--- config.mk ---
export PLATFORM = sky130hd
export DESIGN_NAME = inst_buffer
export DESIGN_NICKNAME = d
export VERILOG_FILES = /design/src/rtl/inst_buffer_pkg.sv /design/src/rtl/inst_buffer.sv
export SDC_FILE = /design/constraint.sdc
export NUM_CORES = 1
export LEC_CHECK = 0
export BUFFER_PORTS_ARGS = -buffer_cell sky130_fd_sc_hd__buf_2
export CORE_AREA = 2 2 281 283
export CTS_CLUSTER_SIZE = 16
export DETAILED_ROUTE_END_ITERATION = 12
export DIE_AREA = 0 0 283 285
export GPL_TIMING_DRIVEN = 0
export PLACE_DENSITY = 0.67
export SYNTH_ARGS = -nofsm -noshare
export SYNTH_HDL_FRONTEND = slang
export SYNTH_SLANG_ARGS = --single-unit
--- constraint.sdc ---
create_clock -name clk -period 4.5 [get_ports clk]
set_input_delay 0.45 -clock clk [delete_from_list [all_inputs] [get_ports clk]]
set_output_delay 0.45 -clock clk [all_outputs]
set_load 0.005 [all_outputs]
--- src/rtl/inst_buffer_pkg.sv ---
// Shared CPU types and constants used by the front end.
// Holds the fetch-to-decode packet format and the default instruction buffer depth.
package inst_buffer_pkg;

  localparam int INST_BUFFER_DEPTH = 8;

  typedef struct packed {
    logic        valid;
    logic [31:0] pc;
    logic [31:0] inst;
    logic [7:0]  exception;
  } fetch_to_decode_bus_t;

  // Number of occupied slots in a two-slot fetch packet.
  function automatic logic [1:0] slot_count(input fetch_to_decode_bus_t a,
                                            input fetch_to_decode_bus_t b);
    return {1'b0, a.valid} + {1'b0, b.valid};
  endfunction

endpackage

--- src/rtl/inst_buffer.sv ---
// Instruction buffer between fetch and decode: a circular queue of DEPTH entries,
// two in / two out per cycle. Optional same-cycle bypass via INST_BUFFER_BYPASS_EN.
module inst_buffer
  import inst_buffer_pkg::*;
#(
  parameter int DEPTH = INST_BUFFER_DEPTH
) (
  input  logic                 clk,
  input  logic                 reset,
  input  logic                 flush,
  input  logic                 fetch_valid,
  input  fetch_to_decode_bus_t fetch_inst1,
  input  fetch_to_decode_bus_t fetch_inst2,
  output logic                 ib_allowin,
  output logic                 fs_to_valid,
  input  logic                 ds_allowin,
  output fetch_to_decode_bus_t fetch_to_decode_bus1,
  output fetch_to_decode_bus_t fetch_to_decode_bus2
);

  localparam int AW = $clog2(DEPTH);
  localparam int CW = AW + 1;

  typedef logic [AW-1:0] ptr_t;
  typedef logic [CW-1:0] cnt_t;

  fetch_to_decode_bus_t entries [DEPTH];

  ptr_t head, tail, head_p1, tail_p1;
  cnt_t count, count_next;

  logic       enq_fire, deq_fire, bypass_fire;
  logic [1:0] enq_n, wr_n, deq_n;

  fetch_to_decode_bus_t first_slot, second_slot;

  assign head_p1 = head + ptr_t'(1);
  assign tail_p1 = tail + ptr_t'(1);

  // Accept only when a full two-slot packet is guaranteed to fit.
  assign ib_allowin = (count <= cnt_t'(DEPTH - 2));
  assign enq_fire   = fetch_valid && ib_allowin && !flush;

  // Compaction: a lone slot2 moves to the first write position.
  always_comb begin
    first_slot        = fetch_inst1.valid ? fetch_inst1 : fetch_inst2;
    second_slot       = fetch_inst2;
    first_slot.valid  = fetch_inst1.valid | fetch_inst2.valid;
    second_slot.valid = fetch_inst1.valid & fetch_inst2.valid;
    enq_n             = slot_count(fetch_inst1, fetch_inst2);
  end

`ifdef INST_BUFFER_BYPASS_EN
  assign bypass_fire = enq_fire && ds_allowin && (count == '0) && (enq_n != 2'd0);
`else
  assign bypass_fire = 1'b0;
`endif

  // NOTE: every signal driven in always_comb gets a default first so no latch is inferred.
  always_comb begin
    fetch_to_decode_bus1       = entries[head];
    fetch_to_decode_bus1.valid = (count != '0);
    fetch_to_decode_bus2       = entries[head_p1];
    fetch_to_decode_bus2.valid = (count >= cnt_t'(2));
    fs_to_valid                = (count != '0);
`ifdef INST_BUFFER_BYPASS_EN
    if (bypass_fire) begin
      fetch_to_decode_bus1 = first_slot;
      fetch_to_decode_bus2 = second_slot;
      fs_to_valid          = 1'b1;
    end
`endif
  end

  assign deq_fire = fs_to_valid && ds_allowin && !flush;

  always_comb begin
    deq_n = 2'd0;
    if (deq_fire) deq_n = (count >= cnt_t'(2)) ? 2'd2 : count[1:0];
    wr_n = (enq_fire && !bypass_fire) ? enq_n : 2'd0;
    count_next = count + cnt_t'(wr_n) - cnt_t'(deq_n);
  end

  // NOTE: sequential state uses non-blocking assignments so all registers update together.
  always_ff @(posedge clk or posedge reset) begin
    if (reset) begin
      head  <= '0;
      tail  <= '0;
      count <= '0;
    end else if (flush) begin
      head  <= '0;
      tail  <= '0;
      count <= '0;
    end else begin
      head  <= head + ptr_t'(deq_n);
      tail  <= tail + ptr_t'(wr_n);
      count <= count_next;
    end
  end

  // NOTE: payload storage has no reset; count == 0 already marks every entry as invalid.
  always_ff @(posedge clk) begin
    if (wr_n != 2'd0) entries[tail]    <= first_slot;
    if (wr_n == 2'd2) entries[tail_p1] <= second_slot;
  end

endmodule
==> metrics <==
total power=0.0145 W; Root Buffer=clkbuf_16; cell area after synthesis=0.0348 mm^2; post-synthesis cell count=1912; CTS Buf Count=66; DRT Wirelength=107 mm; critical path capture point type=output port; TritonCTS clock tree=done; post-synth top area share=0.497; synth top area cells=edfxtp_1, mux2_2, mux4_2, buf_6, dfrtp_1; GRT Total Usage=0.263; commonest non-fill, non-tap cell in the layout=mux2_2; vias in the first global route=22591; Peak Freq=225 MHz; Crit Path Category=register to output port; Post-synth ARST share=0.0171; Pwr Density=358 mW/mm^2; Synth cell types=33; maximum vdd drop=0.000233 V; Initial Utilization=0.446; #FFs+latches synth=586; Critical Path AT=4.00 ns; num ports=299; Clk Latency, worst-skew pair=0.61 ns; DRC viols=0; slew margin rel.=0.191; maximum number of pins on one net before global-route repair=22; final setup vio count=0; GR Overflow Total=0; Warnings, synthesis=0; maximum fanout along the worst path=10; Worst Path Required=4.05 ns; register area share after synthesis=0.505; drt first pass iters=6; H-Tree Depth=3; Syn Area/Cell=18.2 um^2; via count=21184; routed vias/inst=6.20; main flop type after synthesis=edfxtp_1; antenna violations before repair=20; Routed Antenna Nets=0; HPWL Detailed=70.2 mm; Final min period=4.45 ns; Area Growth Syn to Fin=16.3%; Mapped Nets=2078; die width=283 um; proportion of layout cells with a drive suffix above 1=0.680; fin cells=3417; Worst setup SP type=register; area leader, netlist=edfxtp_1; row count=103; Final #Nets=2475; status=complete, no violations; CORE AREA=0.0780 mm^2; Die ar.=0.0807 mm^2; placed cells=3291; chip height=285 um; Multi-input gate area=0.0161 mm^2; DR WL/cell=31.2 um; P_leak=13.4 nW; Storage cell area=0.0175 mm^2; first-pass GRT wire length=155 mm; clock buffer depth=3; Util after Layout=0.519; worst hold path type=primary input to register; drt initial violations=2122; Layout Skew=0.0200 ns; routability cong.=0.800; Final Hold Fails=0; max-slew violations=0; Worst-Margin Slew=1.21 ns; Reg clk slew, reported paths=0.06 ns; most frequent cells in the layout=mux2_2, edfxtp_1, buf_2; fill count=6375; setup TNS=0 ns; Max-cap violations=0; RSZ-0062 raised after global routing=false; EDFF count, synth=576; final period utilization=0.988; clk sink count=586; Port Buf Inserts=298
[logic make-up (layout without fill, tap and decap cells)]
group / count (synthesis) / after routing / share of synthesized area
xor gates and xnor gates: 6 / 6 / 0.00151
muxes: 1080 / 1080 / 0.443
AOI/OAI and AO/OA: 12 / 12 / 0.00317
and+or+nand+nor: 48 / 48 / 0.00810
buffers and inverters: 165 / 610 / 0.0335
other: 0 / 10 / 0
adders and majority gates: 15 / 15 / 0.00626
DFF: 586 / 586 / 0.505
[worst max-delay path: stages (launching register included)]
cell	delay [ns]
dfrtp_1	0.38
clkbuf_2	0.40
buf_2	0.48
clkdlybuf4s15_2	0.62
clkbuf_1	0.63
mux4_2	0.41
mux2_2	0.32
buf_2	0.14
[power breakdown]
part / switching [W] / total, W / internal, W / leakage, nW
clock network: 0.00219 / 0.00523 / 0.00304 / 0.991
registers: 0.0000471 / 0.00620 / 0.00615 / 5.33
logic: 0.00152 / 0.00305 / 0.00152 / 7.03
total: 0.00376 / 0.0145 / 0.0107 / 13.4
[cells in the mapped netlist, types with 6 or more instances]
cell type,instances
nor2_1,19
buf_2,13
inv_1,16
ha_1,11
clkbuf_1,47
nor2b_1,10
dfrtp_1,10
nand3_2,6
mux4_2,288
buf_1,20
clkbuf_8,8
buf_6,57
edfxtp_1,576
mux2_2,792
[metal layers]
metal / global-route usage / wire length, um / vias to the layer above / part of all wire
met1: 0.342 / 41800 / 11152 / 0.39
met4: 0.0938 / 3580 / 12 / 0.034
met2: 0.441 / 52800 / 971 / 0.49
li1: - / - / 8821 / -
met5: 0 / 76 / - / 0.00071
met3: 0.0527 / 8380 / 228 / 0.079
[cell type report]
type | instances | share of cell area
flip-flops and latches | 586 | 0.434
multi-input cells | 1161 | 0.399
well taps | 1050 | 0.0325
diodes | 10 | 0.000618
plain buffers | 148 | 0.0278
inverters | 16 | 0.00148
repair buffers | 330 | 0.0548
clock buffers | 90 | 0.0457
clock inverters | 26 | 0.00476
[through the flow]
| step | area, um^2 | setup WS, ns | hold WS, ns |
|---|---|---|---|
| 2_1_floorplan | 34800 | -0.362 | 0.290 |
| 3_3_place_gp | 37600 | -4.76 | 0.503 |
| 3_5_place_dp | 38400 | 0.0591 | 0.511 |
| 4_1_cts | 40400 | 0.0985 | 0.236 |
| 5_1_grt | 40500 | 0.0166 | 0.264 |
| 6_report | 40500 | 0.0521 | 0.261 |
[repair_timing]
action                                  4_1_cts  5_1_grt
resized for setup                            11        0
hold endpoints to repair                     10        0
buffers inserted                              0        0
endpoints found under the setup margin      132        0
hold buffers                                  1        0
[flip-flops by register name, summed over array words and instances (netlist names)]
name / cells
tail: 3
head: 3
entries: 576
count: 4
[final timing paths]
kind,cells after the start,startpoint,end,slack (ns)
setup reg to reg,8,count[3]$_DFF_PP0_,entries[6][15]$_DFFE_PP_,0.93
hold reg to reg,2,tail[2]$_DFF_PP0_,tail[2]$_DFF_PP0_,0.63
max in group asynchronous,3,reset,head[2]$_DFF_PP0_,3.77
setup / recovery,7,head[0]$_DFF_PP0_,fetch_to_decode_bus1[32],0.05
hold / removal,2,fetch_inst2[5],entries[6][5]$_DFFE_PP_,0.26
min in group asynchronous,3,reset,count[2]$_DFF_PP0_,0.44
Note: power is estimated with default switching activity, not from simulation.
